**src/rtl/core_issue_ctrl_if.sv**
```systemverilog
`default_nettype none
// ============================================================================
// Module      : core_issue_ctrl_if
// Description : Bundle between the decode stage / pipeline (master) and the
//               issue/hazard controller (slave).
//               Decode-side inputs : dec_execute, dec_uses_ra, dec_uses_rb,
//                                    dec_writeback, dec_ra, dec_rb, dec_rd,
//                                    dec_mul, dec_ldst
//               Pipeline inputs    : ex_redirect, mem_ack, wb_valid, wb_rd
//               Controller outputs : stall, flush, issue, busy
// Revision    : 1.0 - initial release
// ============================================================================
interface core_issue_ctrl_if #(
  parameter int REG_BITS = 4
);
  logic                dec_execute;
  logic                dec_uses_ra;
  logic                dec_uses_rb;
  logic                dec_writeback;
  logic [REG_BITS-1:0] dec_ra;
  logic [REG_BITS-1:0] dec_rb;
  logic [REG_BITS-1:0] dec_rd;
  logic                dec_mul;
  logic                dec_ldst;
  logic                ex_redirect;
  logic                mem_ack;
  logic                wb_valid;
  logic [REG_BITS-1:0] wb_rd;
  logic                stall;
  logic                flush;
  logic                issue;
  logic                busy;

  modport master (
    output dec_execute, dec_uses_ra, dec_uses_rb, dec_writeback,
           dec_ra, dec_rb, dec_rd, dec_mul, dec_ldst,
           ex_redirect, mem_ack, wb_valid, wb_rd,
    input  stall, flush, issue, busy
  );

  modport slave (
    input  dec_execute, dec_uses_ra, dec_uses_rb, dec_writeback,
           dec_ra, dec_rb, dec_rd, dec_mul, dec_ldst,
           ex_redirect, mem_ack, wb_valid, wb_rd,
    output stall, flush, issue, busy
  );
endinterface
`default_nettype wire

```
**src/rtl/core_issue_ctrl.sv**
```systemverilog
`default_nettype none
// ============================================================================
// Module      : core_issue_ctrl
// Description : Issue/hazard controller beside the decode stage. Keeps a
//               per-register scoreboard of pending writebacks, sequences
//               multi-cycle MUL and load/store occupancy, and turns execute
//               redirects into decode flushes.
//               Ports : clk, rst (async, active-high)
//                       ctrl_if (core_issue_ctrl_if.slave) - decode fields,
//                       redirect/mem_ack/writeback inputs and the
//                       stall/flush/issue/busy outputs.
//               Option: define CORE_ISSUE_BYPASS_EN to let a same-cycle
//                       writeback release a pending operand/destination.
// Revision    : 1.0 - initial release
// ============================================================================
module core_issue_ctrl #(
  parameter int REG_BITS   = 4,
  parameter int MUL_CYCLES = 3
) (
  input  logic                clk,
  input  logic                rst,
  core_issue_ctrl_if.slave    ctrl_if
);

  localparam int NREG = 1 << REG_BITS;
  localparam int CW   = $clog2(MUL_CYCLES) + 1;
  localparam logic [CW-1:0] C_MUL_LOAD = CW'(MUL_CYCLES - 1);
  localparam logic [CW-1:0] C_CNT_ONE  = CW'(1);

  localparam logic [1:0] ST_RUN     = 2'd0;
  localparam logic [1:0] ST_MULWAIT = 2'd1;
  localparam logic [1:0] ST_MEMWAIT = 2'd2;

  logic [1:0]      state_q, state_d;
  logic [CW-1:0]   cnt_q,   cnt_d;
  logic [NREG-1:0] pend_q,  pend_d;

  logic [NREG-1:0] w_wb_mask;
  logic [NREG-1:0] w_set_mask;
  logic [NREG-1:0] w_pend_eff;
  logic            w_hazard;
  logic            w_run;
  logic            w_flush;
  logic            w_stall;
  logic            w_issue;

  assign w_wb_mask = ctrl_if.wb_valid ? (NREG'(1) << ctrl_if.wb_rd) : '0;

`ifdef CORE_ISSUE_BYPASS_EN
  // A register committing this cycle is already safe to read or overwrite.
  assign w_pend_eff = pend_q & ~w_wb_mask;
`else
  assign w_pend_eff = pend_q;
`endif

  assign w_hazard = (ctrl_if.dec_uses_ra   & w_pend_eff[ctrl_if.dec_ra]) |
                    (ctrl_if.dec_uses_rb   & w_pend_eff[ctrl_if.dec_rb]) |
                    (ctrl_if.dec_writeback & w_pend_eff[ctrl_if.dec_rd]);

  assign w_run   = (state_q == ST_RUN);
  // Outputs are forced low while reset is held, independent of the inputs.
  assign w_flush = ctrl_if.ex_redirect & ~rst;
  assign w_stall = ~w_flush & ctrl_if.dec_execute & (w_hazard | ~w_run) & ~rst;
  assign w_issue = ctrl_if.dec_execute & ~w_stall & ~w_flush & w_run & ~rst;

  assign ctrl_if.flush = w_flush;
  assign ctrl_if.stall = w_stall;
  assign ctrl_if.issue = w_issue;
  assign ctrl_if.busy  = ~w_run & ~rst;

  // Set of a new destination takes priority over a same-cycle writeback clear.
  assign w_set_mask = (w_issue & ctrl_if.dec_writeback) ?
                      (NREG'(1) << ctrl_if.dec_rd) : '0;

  always_comb begin
    pend_d    = (pend_q & ~w_wb_mask) | w_set_mask;
    pend_d[0] = 1'b0;
  end

  always_comb begin
    state_d = state_q;
    cnt_d   = cnt_q;
    case (state_q)
      ST_RUN: begin
        if (w_issue && ctrl_if.dec_mul && (MUL_CYCLES > 1)) begin
          state_d = ST_MULWAIT;
          cnt_d   = C_MUL_LOAD;
        end else if (w_issue && ctrl_if.dec_ldst) begin
          state_d = ST_MEMWAIT;
        end
      end
      ST_MULWAIT: begin
        if (cnt_q == C_CNT_ONE) begin
          state_d = ST_RUN;
          cnt_d   = '0;
        end else begin
          cnt_d = cnt_q - C_CNT_ONE;
        end
      end
      ST_MEMWAIT: begin
        // The ack cycle itself still stalls; decode is released next cycle.
        if (ctrl_if.mem_ack) begin
          state_d = ST_RUN;
        end
      end
      default: begin
        state_d = ST_RUN;
        cnt_d   = '0;
      end
    endcase
  end

  always_ff @(posedge clk or posedge rst) begin
    if (rst) begin
      state_q <= ST_RUN;
      cnt_q   <= '0;
      pend_q  <= '0;
    end else begin
      state_q <= state_d;
      cnt_q   <= cnt_d;
      pend_q  <= pend_d;
    end
  end

endmodule
`default_nettype wire

```
**src/flat_wrapper.sv**
```systemverilog
// flat-port wrapper written by rule: the top's interface ports become plain ports
module core_issue_ctrl_flat 
#(
  parameter int REG_BITS   = 4,
  parameter int MUL_CYCLES = 3
)
  (clk, rst, ctrl_if_dec_execute, ctrl_if_dec_uses_ra, ctrl_if_dec_uses_rb, ctrl_if_dec_writeback, ctrl_if_dec_ra, ctrl_if_dec_rb, ctrl_if_dec_rd, ctrl_if_dec_mul, ctrl_if_dec_ldst, ctrl_if_ex_redirect, ctrl_if_mem_ack, ctrl_if_wb_valid, ctrl_if_wb_rd, ctrl_if_stall, ctrl_if_flush, ctrl_if_issue, ctrl_if_busy);
  core_issue_ctrl_if #(.REG_BITS(REG_BITS)) ctrl_if_i ();
  input  logic clk;
  input  logic rst;
  input wire logic [$bits(ctrl_if_i.dec_execute)-1:0] ctrl_if_dec_execute;
  input wire logic [$bits(ctrl_if_i.dec_uses_ra)-1:0] ctrl_if_dec_uses_ra;
  input wire logic [$bits(ctrl_if_i.dec_uses_rb)-1:0] ctrl_if_dec_uses_rb;
  input wire logic [$bits(ctrl_if_i.dec_writeback)-1:0] ctrl_if_dec_writeback;
  input wire logic [$bits(ctrl_if_i.dec_ra)-1:0] ctrl_if_dec_ra;
  input wire logic [$bits(ctrl_if_i.dec_rb)-1:0] ctrl_if_dec_rb;
  input wire logic [$bits(ctrl_if_i.dec_rd)-1:0] ctrl_if_dec_rd;
  input wire logic [$bits(ctrl_if_i.dec_mul)-1:0] ctrl_if_dec_mul;
  input wire logic [$bits(ctrl_if_i.dec_ldst)-1:0] ctrl_if_dec_ldst;
  input wire logic [$bits(ctrl_if_i.ex_redirect)-1:0] ctrl_if_ex_redirect;
  input wire logic [$bits(ctrl_if_i.mem_ack)-1:0] ctrl_if_mem_ack;
  input wire logic [$bits(ctrl_if_i.wb_valid)-1:0] ctrl_if_wb_valid;
  input wire logic [$bits(ctrl_if_i.wb_rd)-1:0] ctrl_if_wb_rd;
  output wire logic [$bits(ctrl_if_i.stall)-1:0] ctrl_if_stall;
  output wire logic [$bits(ctrl_if_i.flush)-1:0] ctrl_if_flush;
  output wire logic [$bits(ctrl_if_i.issue)-1:0] ctrl_if_issue;
  output wire logic [$bits(ctrl_if_i.busy)-1:0] ctrl_if_busy;
  assign ctrl_if_i.dec_execute = ctrl_if_dec_execute;
  assign ctrl_if_i.dec_uses_ra = ctrl_if_dec_uses_ra;
  assign ctrl_if_i.dec_uses_rb = ctrl_if_dec_uses_rb;
  assign ctrl_if_i.dec_writeback = ctrl_if_dec_writeback;
  assign ctrl_if_i.dec_ra = ctrl_if_dec_ra;
  assign ctrl_if_i.dec_rb = ctrl_if_dec_rb;
  assign ctrl_if_i.dec_rd = ctrl_if_dec_rd;
  assign ctrl_if_i.dec_mul = ctrl_if_dec_mul;
  assign ctrl_if_i.dec_ldst = ctrl_if_dec_ldst;
  assign ctrl_if_i.ex_redirect = ctrl_if_ex_redirect;
  assign ctrl_if_i.mem_ack = ctrl_if_mem_ack;
  assign ctrl_if_i.wb_valid = ctrl_if_wb_valid;
  assign ctrl_if_i.wb_rd = ctrl_if_wb_rd;
  assign ctrl_if_stall = ctrl_if_i.stall;
  assign ctrl_if_flush = ctrl_if_i.flush;
  assign ctrl_if_issue = ctrl_if_i.issue;
  assign ctrl_if_busy = ctrl_if_i.busy;
  core_issue_ctrl #(.REG_BITS(REG_BITS), .MUL_CYCLES(MUL_CYCLES)) u_core (.clk(clk), .rst(rst), .ctrl_if(ctrl_if_i));
endmodule
```
**config.mk**
```make
export PLATFORM = sky130hd
export DESIGN_NAME = core_issue_ctrl_flat
export DESIGN_NICKNAME = d
export VERILOG_FILES = /design/src/rtl/core_issue_ctrl_if.sv /design/src/rtl/core_issue_ctrl.sv /design/src/flat_wrapper.sv
export SDC_FILE = /design/constraint.sdc
export NUM_CORES = 1
export LEC_CHECK = 0
export BUFFER_PORTS_ARGS = -buffer_cell sky130_fd_sc_hd__buf_2
export CAP_MARGIN = 40
export CORE_MARGIN = 10
export CORE_UTILIZATION = 30
export CTS_BUF_LIST = sky130_fd_sc_hd__clkbuf_2 sky130_fd_sc_hd__clkbuf_4 sky130_fd_sc_hd__clkbuf_8
export CTS_CLUSTER_SIZE = 14
export DETAILED_ROUTE_END_ITERATION = 8
export GPL_ROUTABILITY_DRIVEN = 0
export PLACE_DENSITY_LB_ADDON = 0.25
export SKIP_CTS_REPAIR_TIMING = 1
export SYNTH_ARGS = -nofsm -noshare
export SYNTH_HDL_FRONTEND = slang
export SYNTH_SLANG_ARGS = --single-unit
```
**constraint.sdc**
```tcl
create_clock -name clk -period 2 [get_ports clk]
set_input_delay 0.2 -clock clk [delete_from_list [all_inputs] [get_ports clk]]
set_output_delay 0.2 -clock clk [all_outputs]
set_load 0.1 [all_outputs]
```
## Yosys cells after proc, flatten, opt, wreduce, memory -nomap -nowiden

Index checks and enable logic that the tools add are counted.

- Flip-flop bits (word level): 20
- Bits of input ports: 27
- Word-level logic and storage cells: 61
- Output and inout bits: 4

- Magnitude comparators: 3
- Bitwise logic cells: 24
- $add $sub $neg: 1
- Muxes and demuxes: 16
- Shifts and indexed selects: 2
- Equal/unequal tests: 7
- Reduce and logical (&&, ||, !) cells: 5

Operators by type and width:

| cell | number |
|---|---|
| $mux W16 | 2 |
| $shl A1 B4 Y16 const A | 2 |
| $and A16 B16 Y16 | 1 |
| $not A16 Y16 | 1 |
| $or A16 B16 Y16 | 1 |
| $lt A4 B5 Y1 const B | 3 |
| $and A1 B1 Y1 | 13 |
| $bmux W1 S4 | 3 |
| $pmux W3 S3 | 1 |
| $mux W2 | 4 |
| $mux W3 | 2 |
| $pmux W2 S3 | 1 |
| $not A1 Y1 | 5 |
| $ne A2 B2 Y1 const B | 2 |
| $eq A3 B1 Y1 const B | 1 |
| $mux W1 | 3 |
| $ne A3 B3 Y1 const B | 1 |
| $or A1 B1 Y1 | 3 |
| $reduce_and A3 Y1 | 1 |
| $sub A3 B1 Y3 const B | 1 |
| $eq A2 B1 Y1 const B | 1 |
| $eq A2 B2 Y1 const B | 1 |
| $logic_and A1 B1 Y1 | 2 |
| $logic_not A2 Y1 | 1 |
| other kinds (2) | 2 |

## Depth between registers and ports, before layout

- Word-level depth: 17
- Mapped depth: 8

## Worst setup path after synthesis

Ideal clock, no wire load.

- Path type: input to output
- Start: input port ctrl_if_dec_ra[2]
- End: output port ctrl_if_stall
- Arrival: 2.779 ns
- Stages: 6
- Path slack: -0.979 ns
- Buffers on the path: 1
- Cells stage by stage: buf_2 -> mux2i_1 -> mux4_2 -> nor3b_1 -> a31oi_4 -> a21oi_1

- Longest elaborated chain between the ends: 8

Ends and longest elaborated chain:

| what | RTL line | text |
|---|---|---|
| start, declared | flat_wrapper.sv:15 | `input wire logic [$bits(ctrl_if_i.dec_ra)-1:0] ctrl_if_dec_ra;` |
| $bmux W1 S4 | core_issue_ctrl.sv:56 | `assign w_hazard = (ctrl_if.dec_uses_ra & w_pend_eff[ctrl_if.dec_ra]) \|` |
| $mux W1 (not written as such) | core_issue_ctrl.sv:56 |  |
| $and A1 B1 Y1 | core_issue_ctrl.sv:56 |  |
| $or A1 B1 Y1 | core_issue_ctrl.sv:56 |  |
| $or A1 B1 Y1 | core_issue_ctrl.sv:57 | `(ctrl_if.dec_uses_rb & w_pend_eff[ctrl_if.dec_rb]) \|` |
| $or A1 B1 Y1 | core_issue_ctrl.sv:63 | `assign w_stall = ~w_flush & ctrl_if.dec_execute & (w_hazard \| ~w_run) & ~rst;` |
| $and A1 B1 Y1 (2 in a row) | core_issue_ctrl.sv:63 |  |
| end, declared | flat_wrapper.sv:24 | `output wire logic [$bits(ctrl_if_i.stall)-1:0] ctrl_if_stall;` |

Every way passes these cells. The select of a mux whose other input is x is not followed.

## Worst setup path after layout

- Start: register u_core.pend_q[7]
- End: output port ctrl_if_stall

- Longest elaborated chain between the ends: 8
- Elaborated cells between the ends (all ways): 14

Ends and longest elaborated chain:

| what | RTL line | text |
|---|---|---|
| start, declared | core_issue_ctrl.sv:36 | `logic [NREG-1:0] pend_q, pend_d;` |
| start signal, assigned | core_issue_ctrl.sv:121 | `pend_q <= pend_d;` |
| $bmux W1 S4 (on tied branches) | core_issue_ctrl.sv:56, core_issue_ctrl.sv:57 |  |
| $mux W1 (on tied branches) | core_issue_ctrl.sv:56, core_issue_ctrl.sv:57 |  |
| $and A1 B1 Y1 (on tied branches) | core_issue_ctrl.sv:56, core_issue_ctrl.sv:57 |  |
| $or A1 B1 Y1 | core_issue_ctrl.sv:56 |  |
| $or A1 B1 Y1 * | core_issue_ctrl.sv:57 |  |
| $or A1 B1 Y1 * | core_issue_ctrl.sv:63 |  |
| $and A1 B1 Y1 * (2 in a row) | core_issue_ctrl.sv:63 |  |

Mark *: on every way between the ends. The rest lies on a longest branch, timed or not. The select of a mux whose other input is x is not followed.

==> flow_metrics.py <==
metrics = {
    "outcome": {
        "status": "finished, violations left",
        "violations": "negative hold slack, negative setup slack",
    },
    "place": {
        "dp.final_hpwl_um": 3590,
        "port_buffers": 30,
        "post-place-ws_ns": -0.125,
        "placed_cell_area_um2": 1930,
    },
    "drt": {
        "vias_per_cell": 5.25,
        "top_layer": "met4",
        "wl_um": 4760,
        "firstDrtPassIters": 4,
        "met2_length_um": 2320,
        "drc": 0,
        "wl_met3_um": 208,
        "vias": 1448,
        "wl_met1_um": 2160,
        "drtAntennaViolNets": 0,
        "drt_iter0_markers": 99,
        "wl_per_cell_um": 17.3,
    },
    "hold_path": {
        "hold_path_class": "input pin to asynchronous set/reset pin",
    },
    "timing": {
        "worstMarginPinSlew_ns": 0.487,
        "finalHoldViolations": 12,
        "rsz0062_at_grt": "yes",
        "setup_viol": 20,
        "finalWorstSetupSlack_ns": -0.308,
        "fin_crit_ns": 2.31,
        "final.setup.tns_ns": -2.43,
        "relSlewSlack": 0.678,
        "fmaxAchievable_mhz": 433,
        "finalCritPeriodShare": 1.15,
        "finalMaxSlewViolations": 0,
        "whs_ns": -0.00736,
        "clock_skew_ns": 0.00990,
    },
    "die": {
        "io_pins": 31,
        "start_util": 0.312,
        "rows": 25,
        "chipWidth_um": 90.6,
        "core-area_um2": 4790,
        "dieHeight_um": 90.6,
        "die_area_um2": 8200,
    },
    "global_route": {
        "grt-ovfl-total": 0,
        "grt_max_degree": 21,
        "grt_pass1_wl_um": 7240,
        "grtUsageTotal": 0.106,
        "grt_pass1_vias": 1434,
        "antenna_found_initial": 0,
    },
    "synthesis": {
        "yosysMostFrequentCell": "o21ai_0",
        "synth_area_leaders": "dfrtp_1, mux2i_1, o21ai_0",
        "synth-seq-cells": 20,
        "yosysUniqueCellTypes": 41,
        "ys_dominant_reg_cell": "dfrtp_1",
        "synthCells": 151,
        "yosysSeqAreaShare": 0.335,
        "synth.top_cell.area_share": 0.335,
        "synthTopCellsByCount": "o21ai_0, dfrtp_1, mux2i_1",
        "syn_avg_cell_area_um2": 9.89,
        "ys.warnings.count": 0,
        "yosysTopAreaCell": "dfrtp_1",
        "synthArstFlopShare": 1.00,
        "synth_edf_count": 0,
        "syn-num-nets": 180,
        "netlist_area_um2": 1490,
    },
    "critical_path": {
        "critical_path.cell_chain": "mux2i_1, mux4_2, nor3b_4, a31oi_4, buf_6, a21oi_4, buf_12",
        "cp.required_ns": 1.80,
        "cp_max_fo": 4,
        "start_kind": "flip-flop",
        "worstSetupPathType": "flip-flop to output pin",
        "arrival_ns": 2.11,
        "slowest_delay_ns": 0.50,
        "cp-end-kind": "output pin",
        "critPathSlowestCell": "mux4_2",
    },
    "final_layout": {
        "nets": 239,
        "insertedDiodeCount": 0,
        "final_area_um2": 2260,
        "syn_to_final_growth_pct": 51.5,
        "drive_gt1_frac": 0.469,
    },
    "cts": {
        "cts_root_buffer": "clkbuf_8",
        "clkTransAtPathRegs_ns": 0.08,
        "cts_tree": "done",
        "htreeDepth": 1,
        "clkLatencyLatePin_ns": 0.26,
        "numCtsBuffers": 3,
        "clk_path_buf_depth": 2,
        "clock-sinks": 20,
    },
    "power": {
        "power.density_nw_per_um2": 682,
        "p_leak_nw": 1.04,
        "vdd_drop_max_uv": 271,
    },
    "flow_run": {
        "cap_violations": 0,
    },
}
-- cell usage in the layout, fill, tap and decap left out, drive strengths merged --
| cell | Yosys | routed |
|---|---|---|
| nand4 | 1 | 1 |
| bufinv | 0 | 1 |
| or2 | 1 | 1 |
| a31oi | 2 | 2 |
| clkbuf | 2 | 3 |
| o311ai | 1 | 1 |
| buf | 4 | 60 |
| mux2i | 15 | 15 |
| nor3b | 2 | 2 |
| o31ai | 9 | 9 |
| and4 | 2 | 2 |
| inv | 7 | 7 |
| o32a | 1 | 1 |
| mux2 | 2 | 2 |
| nand2 | 11 | 11 |
| o41ai | 6 | 6 |
| o211ai | 2 | 2 |
| and4bb | 1 | 1 |
| ha | 2 | 2 |
| nand3b | 4 | 4 |
| o22ai | 1 | 1 |
| or3b | 1 | 1 |
| a21oi | 3 | 3 |
| or2b | 1 | 1 |
| nand2b | 9 | 9 |
| dfrtp | 20 | 20 |
| nor2b | 3 | 3 |
| mux4 | 4 | 4 |
| o21ai | 21 | 21 |
| a311o | 1 | 1 |
| and2 | 1 | 1 |
| nor2 | 7 | 7 |
| nand3 | 2 | 2 |
| a311oi | 2 | 2 |
-- power by group --
group / total (mW) / leakage (nW) / switching (mW) / internal [mW]
logic: 0.617 / 0.732 / 0.326 / 0.291
registers: 0.524 / 0.270 / 0.0589 / 0.465
clock network: 0.402 / 0.0357 / 0.135 / 0.267
total: 1.54 / 1.04 / 0.521 / 1.02
-- flip-flops by register name, indices dropped and copies added, names as in the netlist --
name and flops:
u_core.state_q 2, u_core.pend_q 15, u_core.cnt_q 3
-- worst paths after layout --
path                                             startpoint                             to  slack, ns  cells after the start
worst max register to register  u_core.pend_q[15]$_DFF_PP0_     u_core.pend_q[8]$_DFF_PP0_      -0.22                      8
min in group clk                            ctrl_if_mem_ack  u_core.state_q[1]$_DFFE_PP0P_       0.20                      4
max in group asynchronous                               rst  u_core.state_q[1]$_DFFE_PP0P_       1.79                      3
worst min-delay path                                    rst     u_core.pend_q[2]$_DFF_PP0_     -0.007                      3
worst min register to register  u_core.cnt_q[0]$_DFFE_PP0P_    u_core.cnt_q[0]$_DFFE_PP0P_       0.52                      1
worst max-delay path             u_core.pend_q[7]$_DFF_PP0_                  ctrl_if_stall      -0.31                      7
-- critical path, delay by kind of cell, from the launching register on --
kind	cells	cell delay, ns
simple gates	1	0.26
mux	2	0.60
flops	1	0.44
compound gates	2	0.21
buf+inv	2	0.34
-- kinds of logic after synthesis --
family / count (synthesis) / share of synthesized area
compound gates: 49 / 0.237
simple gates: 46 / 0.188
mux: 21 / 0.178
flops: 20 / 0.335
buf+inv: 13 / 0.0444
fa+ha+maj: 2 / 0.0167
-- layout make-up --
class,count,area (um^2)
fill,454,2520
clock buffer,3,41.3
inverter,7,26.3
timing repair buffer,60,438
sequential,20,500
multi-input combinational,118,1140
tap,67,83.8
clock inverter,1,30.0
-- routing by layer --
metal / vias up / global-route usage
li1: 696 / -
met1: 712 / 0.141
met2: 34 / 0.169
met3: 6 / 0.0150
met4: 0 / 0.0332
met5: - / 0
-- stage by stage --
stage | power [mW] | cells | utilization
finish | 1.54 | 276 | 0.473
global route | 1.63 | 276 | 0.473
CTS | 1.44 | 270 | 0.419
detailed placement | 1.05 | 266 | 0.404
global placement | 1.04 | 266 | 0.404
floorplan | 0.852 | 151 | -
Note: power is estimated with default switching activity, not from simulation.
